$ cat config.mk
export PLATFORM = sky130hd
export DESIGN_NAME = uart_rx_deframer_flat
export DESIGN_NICKNAME = d
export VERILOG_FILES = /design/src/rtl/uart_pkg.sv /design/src/rtl/uart_rx_deframer_if.sv /design/src/rtl/uart_rx_sync.sv /design/src/rtl/uart_rx_deframer.sv /design/src/flat_wrapper.sv
export SDC_FILE = /design/constraint.sdc
export NUM_CORES = 1
export LEC_CHECK = 0
export BUFFER_PORTS_ARGS = -buffer_cell sky130_fd_sc_hd__buf_2
export CORE_MARGIN = 2
export CORE_UTILIZATION = 56
export CTS_CLUSTER_DIAMETER = 120
export CTS_CLUSTER_SIZE = 16
export DETAILED_ROUTE_END_ITERATION = 16
export PLACE_DENSITY = 0.79
export SLEW_MARGIN = 20
export SYNTH_ARGS = -nofsm -noshare
export SYNTH_HDL_FRONTEND = slang
export SYNTH_SLANG_ARGS = --single-unit
export TNS_END_PERCENT = 1
$ cat constraint.sdc
create_clock -name clk -period 1.8 [get_ports clk]
set_input_delay 0.18 -clock clk [delete_from_list [all_inputs] [get_ports clk]]
set_output_delay 0.18 -clock clk [all_outputs]
set_load 0.01 [all_outputs]
$ cat src/rtl/uart_pkg.sv
// Shared types and constants for the UART receive path.
// Holds the deframer state encoding, parity selector levels and the line idle level.
package uart_pkg;

    typedef enum logic [2:0] {
        ST_IDLE,
        ST_START,
        ST_DATA,
        ST_PARITY,
        ST_STOP,
        ST_WAIT_HIGH
    } rx_state_e;

    localparam logic PARITY_EVEN = 1'b0;
    localparam logic PARITY_ODD  = 1'b1;
    localparam logic LINE_IDLE   = 1'b1;

    // data_par is the XOR of all data bits; the XOR with the parity bit must match the selected sense.
    function automatic logic parity_error(input logic data_par, input logic pbit, input logic odd);
        return (data_par ^ pbit) != (odd ? PARITY_ODD : PARITY_EVEN);
    endfunction

endpackage

$ cat src/rtl/uart_rx_deframer_if.sv
// Character output channel of the receive deframer: valid/ready handshake plus error flags.
// master = deframer side, slave = consumer side.
interface uart_rx_deframer_if #(
    parameter int DATA_BITS = 8
);
    logic [DATA_BITS-1:0] out_data;
    logic                 out_valid;
    logic                 out_ready;
    logic                 out_parity_err;
    logic                 out_frame_err;
    logic                 out_break;

    modport master (
        output out_data, out_valid, out_parity_err, out_frame_err, out_break,
        input  out_ready
    );

    modport slave (
        input  out_data, out_valid, out_parity_err, out_frame_err, out_break,
        output out_ready
    );
endinterface

$ cat src/rtl/uart_rx_sync.sv
// Two-flop synchroniser for the raw RX line; resets to the idle (high) level
// so no false start bit is seen coming out of reset.
module uart_rx_sync
    import uart_pkg::*;
(
    input  logic clk,
    input  logic rst_n,
    input  logic rx_i,
    output logic rx_s_o
);

    logic [1:0] sync_q;

    always_ff @(posedge clk or negedge rst_n) begin
        if (!rst_n) begin
            sync_q <= {2{LINE_IDLE}};
        end else begin
            sync_q <= {sync_q[0], rx_i};
        end
    end

    assign rx_s_o = sync_q[1];

endmodule

$ cat src/rtl/uart_rx_deframer.sv
// UART receive deframer: start detection, divider idle control, bit sampling on the
// divider strobe and a single-entry output buffer with a saturating overrun counter.
module uart_rx_deframer
    import uart_pkg::*;
#(
    parameter int DATA_BITS    = 8,
    parameter int OVR_CNT_BITS = 8
) (
    input  logic                    clk,
    input  logic                    rst_n,
    input  logic                    rx,
    input  logic                    cfg_parity_en,
    input  logic                    cfg_parity_odd,
    output logic                    div_idle,
    input  logic                    div_strobe,
    uart_rx_deframer_if.master      rx_out,
    output logic [OVR_CNT_BITS-1:0] ovr_count,
    input  logic                    ovr_clear
);

    localparam int CNT_W = $clog2(DATA_BITS);

    logic                    rx_s;
    rx_state_e               state_q;
    logic                    div_idle_q;
    logic [CNT_W-1:0]        bit_cnt_q;
    logic [DATA_BITS-1:0]    shift_q;
    logic                    par_bit_q;
    logic                    par_err_q;

    logic [DATA_BITS-1:0]    data_q;
    logic                    valid_q;
    logic                    perr_q;
    logic                    ferr_q;
    logic                    brk_q;
    logic [OVR_CNT_BITS-1:0] ovr_q;

    logic                    stop_load;
    logic                    frame_err_d;
    logic                    break_d;

    uart_rx_sync u_sync (
        .clk    (clk),
        .rst_n  (rst_n),
        .rx_i   (rx),
        .rx_s_o (rx_s)
    );

    always_ff @(posedge clk or negedge rst_n) begin
        if (!rst_n) begin
            state_q    <= ST_IDLE;
            div_idle_q <= 1'b1;
            bit_cnt_q  <= '0;
            shift_q    <= '0;
            par_bit_q  <= 1'b0;
            par_err_q  <= 1'b0;
        end else begin
            case (state_q)
                ST_IDLE: begin
                    if (rx_s != LINE_IDLE) begin
                        state_q    <= ST_START;
                        div_idle_q <= 1'b0;
                    end
                end
                ST_START: begin
                    if (div_strobe) begin
                        if (rx_s == LINE_IDLE) begin
                            state_q    <= ST_IDLE;
                            div_idle_q <= 1'b1;
                        end else begin
                            state_q   <= ST_DATA;
                            bit_cnt_q <= '0;
                            par_bit_q <= 1'b0;
                            par_err_q <= 1'b0;
                        end
                    end
                end
                ST_DATA: begin
                    if (div_strobe) begin
                        shift_q <= {rx_s, shift_q[DATA_BITS-1:1]};
                        if (bit_cnt_q == CNT_W'(DATA_BITS - 1)) begin
                            state_q <= cfg_parity_en ? ST_PARITY : ST_STOP;
                        end else begin
                            bit_cnt_q <= bit_cnt_q + CNT_W'(1);
                        end
                    end
                end
                ST_PARITY: begin
                    if (div_strobe) begin
                        par_bit_q <= rx_s;
                        par_err_q <= parity_error(^shift_q, rx_s, cfg_parity_odd);
                        state_q   <= ST_STOP;
                    end
                end
                ST_STOP: begin
                    if (div_strobe) begin
                        div_idle_q <= 1'b1;
                        state_q    <= (rx_s == LINE_IDLE) ? ST_IDLE : ST_WAIT_HIGH;
                    end
                end
                ST_WAIT_HIGH: begin
                    // A held-low line must go high before another start bit is accepted.
                    if (rx_s == LINE_IDLE) begin
                        state_q <= ST_IDLE;
                    end
                end
                default: begin
                    state_q    <= ST_IDLE;
                    div_idle_q <= 1'b1;
                end
            endcase
        end
    end

    assign stop_load   = (state_q == ST_STOP) && div_strobe;
    assign frame_err_d = (rx_s != LINE_IDLE);
    assign break_d     = frame_err_d && (shift_q == '0) && !par_bit_q;

    always_ff @(posedge clk or negedge rst_n) begin
        if (!rst_n) begin
            data_q  <= '0;
            valid_q <= 1'b0;
            perr_q  <= 1'b0;
            ferr_q  <= 1'b0;
            brk_q   <= 1'b0;
        end else if (stop_load && (!valid_q || rx_out.out_ready)) begin
            data_q  <= shift_q;
            valid_q <= 1'b1;
            perr_q  <= par_err_q;
            ferr_q  <= frame_err_d;
            brk_q   <= break_d;
        end else if (valid_q && rx_out.out_ready) begin
            valid_q <= 1'b0;
        end
    end

    // Overruns drop the incoming character; the held one stays untouched.
    always_ff @(posedge clk or negedge rst_n) begin
        if (!rst_n) begin
            ovr_q <= '0;
        end else if (ovr_clear) begin
            ovr_q <= '0;
        end else if (stop_load && valid_q && !rx_out.out_ready &&
                     (ovr_q != {OVR_CNT_BITS{1'b1}})) begin
            ovr_q <= ovr_q + OVR_CNT_BITS'(1);
        end
    end

    assign div_idle              = div_idle_q;
    assign rx_out.out_data       = data_q;
    assign rx_out.out_valid      = valid_q;
    assign rx_out.out_parity_err = perr_q;
    assign rx_out.out_frame_err  = ferr_q;
    assign rx_out.out_break      = brk_q;
    assign ovr_count             = ovr_q;

endmodule
$ cat src/flat_wrapper.sv
// flat-port wrapper written by rule: the top's interface ports become plain ports
module uart_rx_deframer_flat import uart_pkg::*;
#(
    parameter int DATA_BITS    = 8,
    parameter int OVR_CNT_BITS = 8
)
  (clk, rst_n, rx, cfg_parity_en, cfg_parity_odd, div_idle, div_strobe, ovr_count, ovr_clear, rx_out_out_data, rx_out_out_valid, rx_out_out_parity_err, rx_out_out_frame_err, rx_out_out_break, rx_out_out_ready);
  uart_rx_deframer_if #(.DATA_BITS(DATA_BITS)) rx_out_i ();
  input  logic clk;
  input  logic rst_n;
  input  logic rx;
  input  logic cfg_parity_en;
  input  logic cfg_parity_odd;
  output logic div_idle;
  input  logic div_strobe;
  output logic [OVR_CNT_BITS-1:0] ovr_count;
  input  logic ovr_clear;
  output wire logic [$bits(rx_out_i.out_data)-1:0] rx_out_out_data;
  output wire logic [$bits(rx_out_i.out_valid)-1:0] rx_out_out_valid;
  output wire logic [$bits(rx_out_i.out_parity_err)-1:0] rx_out_out_parity_err;
  output wire logic [$bits(rx_out_i.out_frame_err)-1:0] rx_out_out_frame_err;
  output wire logic [$bits(rx_out_i.out_break)-1:0] rx_out_out_break;
  input wire logic [$bits(rx_out_i.out_ready)-1:0] rx_out_out_ready;
  assign rx_out_out_data = rx_out_i.out_data;
  assign rx_out_out_valid = rx_out_i.out_valid;
  assign rx_out_out_parity_err = rx_out_i.out_parity_err;
  assign rx_out_out_frame_err = rx_out_i.out_frame_err;
  assign rx_out_out_break = rx_out_i.out_break;
  assign rx_out_i.out_ready = rx_out_out_ready;
  uart_rx_deframer #(.DATA_BITS(DATA_BITS), .OVR_CNT_BITS(OVR_CNT_BITS)) u_core (.clk(clk), .rst_n(rst_n), .rx(rx), .cfg_parity_en(cfg_parity_en), .cfg_parity_odd(cfg_parity_odd), .div_idle(div_idle), .div_strobe(div_strobe), .rx_out(rx_out_i), .ovr_count(ovr_count), .ovr_clear(ovr_clear));
endmodule
# After elaboration in Yosys (flattened, before gate mapping)
# Index checks and enable logic that the tools add are counted.
# word_totals
ff_bits	39
inputBits	8
output_inout_bits	21
word_cells	92
# classes
addsub	2
eq_ne	18
n_bitwise	3
reduce_logical	25
mux	31
# ops
operator	n
3-bit two-way mux	13
2-bit != test (second input constant)	9
3-bit case mux with 6 select lines	1
8-bit two-way mux	2
1-bit two-way mux	10
5-bit AND reduction	2
3-bit equality test (second input constant)	3
8-bit by 1-bit adder with 8-bit output (second input constant)	1
1-bit logical AND	8
8-bit zero test	1
8-bit != test (second input constant)	1
2-bit nonzero test	4
8-bit parity	1
7-bit AND reduction	1
3-bit by 2-bit equality test with 1-bit output (second input constant)	2
3-bit case mux with 2 select lines	1
1-bit case mux with 2 select lines	2
1-bit case mux with 4 select lines	1
4-bit AND reduction	1
3-bit by 1-bit adder with 3-bit output (second input constant)	1
3-bit by 1-bit equality test with 1-bit output (second input constant)	1
1-bit zero test	3
3-bit zero test	1
3-bit OR reduction	1
other kinds (7)	8

# Depth between registers and ports, before layout
# Gate-level depths: netlist of run 1.
# logic_depth
word_depth	7
mapped_depth	6
depth_no_buf	6

# Cells and area by module
# A second synthesis of run 1 with hierarchy kept.
# unflattened
cells_unflattened	182
area_unflattened_um2	1848.0
# by_module_without_submodules
module	area_each_um2	seq_area_each_um2	n_inst	cells_each
uart_rx_deframer	1795.5	927.1	1	180
uart_rx_sync	52.6	52.6	1	2

# Least setup slack after synthesis of run 1
# No wires, ideal clock.
# synth_timing
path_type	register to register
start	register u_core.ovr_q[0] (netlist: u_core.ovr_count[0])
end	register u_core.ovr_q[4] (netlist: u_core.ovr_count[4])
stages_incl_launch_ff	7
period_less_slack_ns	1.570
setup_time_ns	0.078
arrival_time_ns	1.492
path_slack_ns	0.230
required_ns	1.722
n_path_buf	1
cell_sequence	dfrtp_1 -> ha_1 -> nand3_1 -> o211ai_4 -> buf_6 -> or3_1 -> a21oi_1
# synth_via
elab_chain_cells	3
elab_cells_between_ends	6
cone_classes	1 x add/sub; 1 x eq/ne; 2 x mux; 2 x reduce/logical
# synth_lines
item	line	rtl
start: declaration	uart_rx_deframer.sv:36	logic [OVR_CNT_BITS-1:0] ovr_q;
start signal: assignment	uart_rx_deframer.sv:145	ovr_q <= ovr_q + OVR_CNT_BITS'(1);
8-bit by 1-bit adder with 8-bit output / 8-bit != test (equally long branches)	uart_rx_deframer.sv:145, uart_rx_deframer.sv:144	
8-bit two-way mux / 1-bit logical AND (equally long branches)	uart_rx_deframer.sv:143	end else if (stop_load && valid_q && !rx_out.out_ready &&
8-bit two-way mux / 2-bit nonzero test (equally long branches)	--	
# Parallel ways exist; a longest one is shown, timed or not. The select of a mux whose other input is x is not followed.
# A chain may end at the register's enable or synchronous reset.

# Worst setup path after layout of run 1
# layout_timing
start	register u_core.ovr_q[0] (netlist: u_core.ovr_count[0])
end	register u_core.ovr_q[7] (netlist: u_core.ovr_count[7])
# Same word-level chain as after synthesis.

==> results of run 1 <==
timing repair:
action / CTS / global route
resized for setup: 0 / 0
hold buffers: 2 / 0
setup buffers: 0 / 0
endpoints found under the hold margin: 37 / 0
layout by cell type (no fill, tap or decap), types with 2 or more instances in the layout:
master / instances
clkbuf_4: 5
or3_1: 4
inv_1: 11
a22o_1: 3
o21ai_0: 23
nand2b_1: 2
nor2_1: 4
ha_1: 7
buf_2: 28
dlygate4sd3_1: 2
xor2_1: 2
nand2_1: 21
o31ai_1: 4
clkbuf_8: 2
a21oi_1: 12
buf_4: 6
nand3_1: 6
mux2_2: 3
o22a_1: 2
xnor2_1: 4
nor2b_1: 3
dfrtp_1: 36
dfstp_2: 3
or4_1: 3
mux2i_1: 2
cells in the mapped netlist:
cell type  count
a21boi_0       1
a21oi_1       12
a22o_1         3
a22oi_2        1
a32o_1         1
and2_0         1
and2b_1        1
and3_2         1
and4bb_2       1
and4bb_4       1
buf_1          1
buf_2          1
buf_4          1
buf_6          2
clkbuf_1       6
dfrtp_1       36
dfstp_2        3
ha_1           7
inv_1         11
mux2_2         3
mux2i_1        2
nand2_1       21
nand2b_1       2
nand3_1        6
nand3b_1       1
nand4_1        1
nor2_1         4
nor2b_1        3
nor3b_1        1
nor4bb_1       1
o211ai_1       1
o211ai_4       1
o21ai_0       23
o22a_1         2
o2bb2ai_1      1
o31ai_1        4
or2_2          1
or2b_1         1
or3_1          4
or3_2          1
or4_1          3
xnor2_1        4
xor2_1         2
metrics by stage:
stage	utilization (%)	hold slack [ps]
after detailed placement	63.3	258
after CTS	66.0	58.2
after floorplan	-	-116
after global placement	63.3	250
after global routing	66.0	74.4
final	66.0	82.7
routing by layer:
layer  vias up  wire [um]  GRT usage, %
met3         4        177          5.25
met4         0         27          8.89
met5         -          0             0
li1        702          -             -
met2        35       1880          36.8
met1       687       1500          25.0
sequential cells by signal, indices dropped and copies added (netlist names), 2 cells and up:
register and flops:
u_core.ovr_count 8, u_core.rx_out.out_data 8, u_core.shift_q 8, u_core.bit_cnt_q 3
u_core.state_q 3, u_core.u_sync.sync_q 2
final cells by class:
| cell class | count | area, um2 | share of cell area [%] |
|---|---|---|---|
| Clock buffer | 8 | 68.8 | 3.17 |
| Sequential cell | 39 | 980 | 45.2 |
| Timing Repair Buffer | 36 | 205 | 9.46 |
| Inverter | 11 | 41.3 | 1.90 |
| Tap cell | 46 | 57.6 | 2.65 |
| Multi-Input combinational cell | 123 | 816 | 37.6 |
final timing paths:
kind                                                           to  cells past startpoint  slack, ps                              start
worst max-delay path              u_core.ovr_count[7]$_DFFE_PN0P_                      5         80    u_core.ovr_count[0]$_DFFE_PN0P_
worst min-delay path              u_core.ovr_count[7]$_DFFE_PN0P_                      2         80                          ovr_clear
worst max register to register    u_core.ovr_count[7]$_DFFE_PN0P_                      5         80    u_core.ovr_count[0]$_DFFE_PN0P_
worst min register to register  u_core.u_sync.sync_q[1]$_DFF_PN1_                      0        360  u_core.u_sync.sync_q[0]$_DFF_PN1_
max in group asynchronous       u_core.u_sync.sync_q[0]$_DFF_PN1_                      3       1030                              rst_n
min in group asynchronous         u_core.ovr_count[1]$_DFFE_PN0P_                      3        400                              rst_n
power by group:
part / leakage [nW] / total [mW] / switching (mW) / internal [mW]
Sequential: 0.502 / 1.31 / 0.147 / 1.16
Clock: 0.0386 / 0.510 / 0.280 / 0.230
Combinational: 0.490 / 1.29 / 0.671 / 0.615
kinds of logic after synthesis:
group / synth area share (%)
muxes: 2.83
DFF: 51.6
xor gates and xnor gates: 2.77
buffers and inverters: 5.40
and+or+nand+nor: 16.1
adders and majority gates: 4.61
AOI/OAI and AO/OA: 16.7
==> run metrics, run 1 <==
Worst VDD drop=1010 uV; fin worst setup slack=78.4 ps; drc violations=0; status=complete, no violations; nets@finish=231; period utilization=95.6%; final setup fails=0; IO Pins=29; setup TNS=0 ps; Synth area leaders=dfrtp_1 (47%), o21ai_0 (6.1%), ha_1 (4.6%), dfstp_2 (4.2%), nand2_1 (4.2%); Pwr Total=3.10 mW; CTS Buf Count=5; Synth Area per Inst=10.3 um2; drt pass-1 iters=4; dpl cells=253; detailed-route wire length per cell=13.6 um; Post-DRT Antenna Nets=0; H-tree Lvls=2; Clock Latency Late Sink=340 ps; area post-placement=2080 um2; Vias=1428; starting DRC count in detailed routing=127; GRT Overall Usage=21.1%; CTS sink count=39; CP Class=reg2reg; share of layout cells above drive strength 1=24.9%; Mapped Nets=199; number of synthesized register bits=39; Clock transition at path regs=110 ps; Max transition margin=68.1%; vias in the first global route=1498; Post-Syn Instances=184; Leakage=1.03 nW; n_diodes=0; Starting Density=57.8%; CTS Buffer Depth=2; critical path arrival=2000 ps; warnings from Yosys=0; # rows=21; Synth top area share=47.5%; CP delay by family, top=simple AND/OR/NAND/NOR gates; CTS tree=done; crit path cell chain=ha_1 > nand3_1 > o211ai_4 > or4_1 > a21oi_1; Final Hold Viols=0; Max Cap Violations=0; pwr dens=1430 nW/um2; CP Capture Type=flip-flop; Die Span X=62.2 um; largest stage delay on the critical path=500 ps; gr ovfl total=0; core area=3280 um2; pin count of the biggest net entering global routing=40; dpl hpwl=2.56 mm; Max Clk Rate=581 MHz; Worst-Margin Slew=478 ps; antenna violations before repair=0; P&R area growth vs syn=14.2%; Fin Clk Skew=6.23 ps; worst path required time=2080 ps; Synth area leader=dfrtp_1; Final Non-Filler Cells=263; sequential fraction of the synthesis area=51.6%; Hold WC Path Type=in2reg; DIE HEIGHT=62.2 um; slowest stage cell on the critical path=or4_1; GPL Wtd Cong=0.827; Port Buffers=28; synthesized cell area=1900 um2; Avg Vias per Cell=5.43; area of the die=3870 um2; RSZ-0062 raised after global routing=no; pre-CTS WS=93.2 ps; final WL=3.59 mm; Root Buffer=clkbuf_4; synth unique cells=43; crit path buf inv count=0; final number of max-transition violations=0; Final Cell Area=2170 um2; global-route wire length before repair=6.50 mm; fin crit period=1720 ps; CP startpoint kind=flip-flop; CP Max Fanout=14; number of fill cells=277
Power figures use the tool's default switching activity.
==> run 2, diff against run 1 <==
--- a/config.mk
+++ b/config.mk
@@ -11,6 +11,7 @@
 export CTS_CLUSTER_DIAMETER = 120
 export CTS_CLUSTER_SIZE = 16
 export DETAILED_ROUTE_END_ITERATION = 16
+export HOLD_SLACK_MARGIN = 0.15
 export PLACE_DENSITY = 0.79
 export SLEW_MARGIN = 20
 export SYNTH_ARGS = -nofsm -noshare
==> run 2 against run 1 <==
Non-clock buffer count grew 1. Worst hold slack improved by 91 ps. Combinational power about the same. Critical path type unchanged. Largest cell class unchanged. Largest power group unchanged.
==> run metrics, run 2 (synthesis gave the netlist of run 1 again) <==
status=complete, no violations (unchanged); CTS sink count=39 (unchanged); Clock Latency Late Sink=350 ps (was 340 ps); global-route wire length before repair=6.53 mm (was 6.50 mm); IO Pins=29 (unchanged); vias in the first global route=1510 (was 1498); GPL Wtd Cong=0.827 (unchanged); n_diodes=0 (unchanged); CP Max Fanout=14 (unchanged); H-tree Lvls=2 (unchanged); most common cell after layout, fill and taps aside=dfrtp_1 (unchanged); Root Buffer=clkbuf_4 (unchanged); core area=3280 um2 (unchanged); Max Clk Rate=582 MHz (was 581 MHz); Post-DRT Antenna Nets=0 (unchanged); CP Capture Type=flip-flop (unchanged); # rows=21 (unchanged); detailed-route wire length per cell=13.7 um (was 13.6 um); worst path required time=2080 ps (about the same); cts repair resizes=0 (unchanged); post-CTS setup buffer count=0 (unchanged); drt pass-1 iters=4 (unchanged); fin crit period=1720 ps (about the same); CP startpoint kind=flip-flop (unchanged); share of layout cells above drive strength 1=24.8% (was 24.9%); gr ovfl total=0 (unchanged); CTS Buffer Depth=2 (unchanged); hold buffers post-CTS=3 (was 2); CTS tree=done (unchanged); Final Hold Viols=0 (unchanged); period utilization=95.5% (was 95.6%); Fin Clk Skew=6.86 ps (was 6.23 ps); Vias=1433 (was 1428); most frequent cells in the layout=dfrtp_1 (36), buf_2 (28), o21ai_0 (23) (unchanged); GRT Overall Usage=21.2% (was 21.1%); Max Cap Violations=0 (unchanged); CP Class=reg2reg (unchanged); starting DRC count in detailed routing=128 (was 127); Port Buffers=28 (unchanged); pin count of the biggest net entering global routing=40 (unchanged); CTS Buf Count=5 (unchanged); worst hold slack=174 ps (was 82.7 ps); dpl cells=253 (unchanged); dpl hpwl=2.56 mm (unchanged); Hold WC Path Type=in2reg (unchanged); Die Span X=62.2 um (unchanged); RSZ-0062 raised after global routing=no (unchanged); Max transition margin=67.5% (was 68.1%); Starting Density=57.8% (unchanged); drc violations=0 (unchanged); sequential cell area=980 um2 (unchanged); P&R area growth vs syn=14.8% (was 14.2%); critical path arrival=2000 ps (about the same); area of the die=3870 um2 (unchanged); Worst VDD drop=1010 uV (about the same); Worst-Margin Slew=487 ps (was 478 ps); number of fill cells=276 (was 277); final number of max-transition violations=0 (unchanged); final WL=3.62 mm (was 3.59 mm); final setup fails=0 (unchanged); pwr dens=1430 nW/um2 (about the same); pre-CTS WS=93.2 ps (unchanged); setup TNS=0 ps (unchanged); Clock transition at path regs=110 ps (about the same); Final Non-Filler Cells=264 (was 263); Avg Vias per Cell=5.43 (about the same); multi-input logic area=816 um2 (unchanged); DIE HEIGHT=62.2 um (unchanged); Leakage=1.04 nW (was 1.03 nW); fin worst setup slack=80.4 ps (was 78.4 ps); nets@finish=232 (was 231); antenna violations before repair=0 (unchanged)
run 2: per-stage QoR:
step / cell area (um2) / util [%] / power [mW]
floorplan: 1900 / - / 2.24
global placement: 2080 / 63.3 / 2.53
global route: 2180 / 66.3 / 3.35
detailed placement: 2080 / 63.3 / 2.62
CTS: 2180 / 66.3 / 3.14
finish: 2180 / 66.3 / 3.11
run 2: path summary, 6_finish.rpt:
| check | startpoint | to | slack (ps) | depth (start not counted) |
|---|---|---|---|---|
| worst max-delay path | u_core.ovr_count[0]$_DFFE_PN0P_ | u_core.ovr_count[7]$_DFFE_PN0P_ | 80 | 5 |
| worst min-delay path | cfg_parity_en | u_core.state_q[2]$_DFFE_PN0P_ | 170 | 4 |
| worst max register to register | u_core.ovr_count[0]$_DFFE_PN0P_ | u_core.ovr_count[7]$_DFFE_PN0P_ | 80 | 5 |
| worst min register to register | u_core.u_sync.sync_q[0]$_DFF_PN1_ | u_core.u_sync.sync_q[1]$_DFF_PN1_ | 360 | 0 |
| max in group asynchronous | rst_n | u_core.u_sync.sync_q[1]$_DFF_PN1_ | 1030 | 3 |
| min in group asynchronous | rst_n | u_core.rx_out.out_break$_DFFE_PN0P_ | 400 | 3 |
run 2: metal layers:
layer	GRT usage [%]	up-vias	share of wire, %
li1	-	704	-
met1	25.0	688	43
met2	37.1	37	52
met3	5.25	4	4.3
met4	8.89	0	0.75
met5	0	-	0
run 2: power by group:
group	internal [mW]	switching (mW)	leakage [nW]	total [mW]
clock	0.230	0.282	0.0386	0.512
sequential	1.16	0.147	0.502	1.31
combinational	0.617	0.672	0.494	1.29
total	2.01	1.10	1.04	3.11
run 2: area by class of cell:
type	instances	share of cell area, %
multi-input combinational	123	37.4
sequential	39	45.0
timing repair buffer	37	9.88
inverter	11	1.90
clock buffer	8	3.16
tap	46	2.64
run 2: critical path, stage by stage, from the launching register on:
cell      delay, ps
dfrtp_1         430
ha_1            260
nand3_1         150
o211ai_4        160
or4_1           500
a21oi_1         150
==> run 3, diff against run 2 <==
--- a/config.mk
+++ b/config.mk
@@ -7,12 +7,12 @@
 export LEC_CHECK = 0
 export BUFFER_PORTS_ARGS = -buffer_cell sky130_fd_sc_hd__buf_2
 export CORE_MARGIN = 2
-export CORE_UTILIZATION = 56
+export CORE_UTILIZATION = 45
 export CTS_CLUSTER_DIAMETER = 120
 export CTS_CLUSTER_SIZE = 16
 export DETAILED_ROUTE_END_ITERATION = 16
 export HOLD_SLACK_MARGIN = 0.15
-export PLACE_DENSITY = 0.79
+export PLACE_DENSITY = 0.66
 export SLEW_MARGIN = 20
 export SYNTH_ARGS = -nofsm -noshare
 export SYNTH_HDL_FRONTEND = slang
==> constraint.sdc (replaced) <==
create_clock -name clk -period 2.1 [get_ports clk]
set_input_delay 0.21 -clock clk [delete_from_list [all_inputs] [get_ports clk]]
set_output_delay 0.21 -clock clk [all_outputs]
set_load 0.01 [all_outputs]
==> run 3 against run 2 <==
Routed wire length fell by 2.3%. Combinational power fell by 17%. Sequential power fell by 13%. Highest routed layer unchanged.
==> run metrics, run 3 (synthesis gave the netlist of run 1 again) <==
detailed-route wire length per cell=13.4 um (was 13.7 um); worst hold start=ovr_clear (was cfg_parity_en); Fin Clk Skew=4.85 ps (was 6.86 ps); core area=4030 um2 (was 3280 um2); final setup fails=0 (unchanged); Avg Vias per Cell=5.36 (was 5.43); sw power=0.940 mW (was 1.10 mW); GPL Wtd Cong=0.776 (was 0.827); CTS sink count=39 (unchanged); RSZ-0062 raised after global routing=no (unchanged); Worst VDD drop=730 uV (was 1010 uV); Vias=1416 (was 1433); Internal Power=1.74 mW (was 2.01 mW); part of the total power dissipated in the clock network=17.8% (was 16.5%); Final Hold Viols=0 (unchanged); number of fill cells=391 (was 276); R2R Setup Slk=340 ps (was 80 ps); Clock Latency Late Sink=280 ps (was 350 ps); Max Clk Rate=569 MHz (was 582 MHz); dpl hpwl=2.51 mm (was 2.56 mm); Port Buffers=28 (unchanged); CP Capture Type=flip-flop (unchanged); Starting Density=47.1% (was 57.8%); gr ovfl total=0 (unchanged); share of layout cells above drive strength 1=23.4% (was 24.8%); starting DRC count in detailed routing=78 (was 128); sequential cell area=980 um2 (unchanged); Seq pwr share=42.4% (was 42.1%); critical path arrival=1960 ps (was 2000 ps); WHS Path Cells=2 (was 4); H-tree Lvls=2 (unchanged); # rows=23 (was 21); Clock transition at path regs=70 ps (was 110 ps); Hold WC Path Type=in2reg (unchanged); Post-DRT Antenna Nets=0 (unchanged); final number of max-transition violations=0 (unchanged); Die Span X=68.9 um (was 62.2 um); Worst-Margin Slew=858 ps (was 487 ps); worst path required time=2300 ps (was 2080 ps); CP Class=reg2reg (unchanged); setup TNS=0 ps (unchanged); most common cell after layout, fill and taps aside=dfrtp_1 (unchanged); drc violations=0 (unchanged); CP Max Fanout=14 (unchanged); status=complete, no violations (unchanged); nets@finish=228 (was 232); DIE HEIGHT=68.9 um (was 62.2 um); Reg-to-Reg End=u_core.ovr_count[5]$_DFFE_PN0P_ (was u_core.ovr_count[7]$_DFFE_PN0P_); worst flop-to-flop path startpoint=u_core.state_q[2]$_DFFE_PN0P_ (was u_core.ovr_count[0]$_DFFE_PN0P_); drt pass-1 iters=4 (unchanged); antenna violations before repair=0 (unchanged); Reg2Reg Depth=4 (was 5); post-CTS setup buffer count=0 (unchanged); P&R area growth vs syn=14.0% (was 14.8%); period utilization=83.7% (was 95.5%); Leakage=1.02 nW (was 1.04 nW); Comb power frac=39.8% (was 41.5%); switch share=35.0% (was 35.4%); Max Cap Violations=0 (unchanged); CP startpoint kind=flip-flop (unchanged); area of the die=4750 um2 (was 3870 um2); IO Pins=29 (unchanged); CTS Buf Count=5 (unchanged); pwr dens=1240 nW/um2 (was 1430 nW/um2); Hold EP=u_core.ovr_count[2]$_DFFE_PN0P_ (was u_core.state_q[2]$_DFFE_PN0P_); Max transition margin=42.8% (was 67.5%); n_diodes=0 (unchanged); global-route wire length before repair=5.93 mm (was 6.53 mm); fin crit period=1760 ps (was 1720 ps); Root Buffer=clkbuf_8 (was clkbuf_4); multi-input logic area=816 um2 (unchanged); CTS Buffer Depth=2 (unchanged); vias in the first global route=1342 (was 1510); Final Cell Area=2160 um2 (was 2180 um2); pin count of the biggest net entering global routing=40 (unchanged); final WL=3.53 mm (was 3.62 mm); area post-placement=2060 um2 (was 2080 um2); CTS tree=done (unchanged); GRT Overall Usage=17.2% (was 21.2%); most frequent cells in the layout=dfrtp_1 (36), buf_2 (28), o21ai_0 (23) (unchanged)
-- run 3: final cells by class --
| type | count | area share [%] |
|---|---|---|
| repair buffers | 33 | 8.44 |
| multi-input cells | 123 | 37.7 |
| clock buffers | 7 | 3.53 |
| clock inverters | 1 | 0.231 |
| inverters | 11 | 1.91 |
| flip-flops and latches | 39 | 45.3 |
| well taps | 50 | 2.89 |
-- run 3: timing repair --
item	in CTS	in global routing
resized for setup	0	0
hold buffers	2	0
hold endpoints to repair	37	0
endpoints found under the setup margin	0	0
-- run 3: metrics by stage --
stage	setup slack [ps]	std cells	total power [mW]	utilization [%]	hold slack, ps
after floorplan	530	184	1.92	-	-85.6
after global placement	443	254	2.18	51.2	316
after detailed placement	354	254	2.23	51.2	317
after CTS	336	264	2.71	53.7	182
after global routing	234	264	2.92	53.7	192
final	341	264	2.68	53.7	189
-- run 3: power groups by stage --
| stage | sequential, mW | combinational, mW | clock [mW] |
|---|---|---|---|
| global route | 1.18 | 1.22 | 0.525 |
| finish | 1.14 | 1.07 | 0.477 |
| CTS | 1.14 | 1.09 | 0.487 |
| floorplan | 1.17 | 0.752 | 0 |
| global placement | 1.14 | 1.04 | 0 |
| detailed placement | 1.15 | 1.08 | 0 |
-- run 3: worst max-delay path, cell delays in order, from the launching register on --
cell and delay, ps:
dfrtp_1 550, and4bb_4 310, o211ai_4 140, or4_1 490, a21oi_1 180
-- run 3: how the worst max path moves through the flow --
stage / startpoint / cells past startpoint / slack, ps / end
floorplan: u_core.ovr_count[0]$_DFFE_PN0P_ / 6 / 530 / u_core.ovr_count[4]$_DFFE_PN0P_
CTS: u_core.state_q[2]$_DFFE_PN0P_ / 4 / 340 / u_core.ovr_count[5]$_DFFE_PN0P_
global route: u_core.state_q[2]$_DFFE_PN0P_ / 4 / 230 / u_core.ovr_count[5]$_DFFE_PN0P_
detailed placement: u_core.state_q[2]$_DFFE_PN0P_ / 4 / 350 / u_core.ovr_count[5]$_DFFE_PN0P_
finish: u_core.state_q[2]$_DFFE_PN0P_ / 4 / 340 / u_core.ovr_count[5]$_DFFE_PN0P_
global placement: u_core.state_q[2]$_DFFE_PN0P_ / 4 / 440 / u_core.ovr_count[7]$_DFFE_PN0P_
-- run 3: layer usage --
layer / vias to the layer above / share of wire, % / GRT usage (%)
li1: 703 / - / -
met1: 679 / 47 / 22.1
met2: 27 / 47 / 27.5
met3: 7 / 4.2 / 3.90
met4: 0 / 1.8 / 8.09
met5: - / 0 / 0
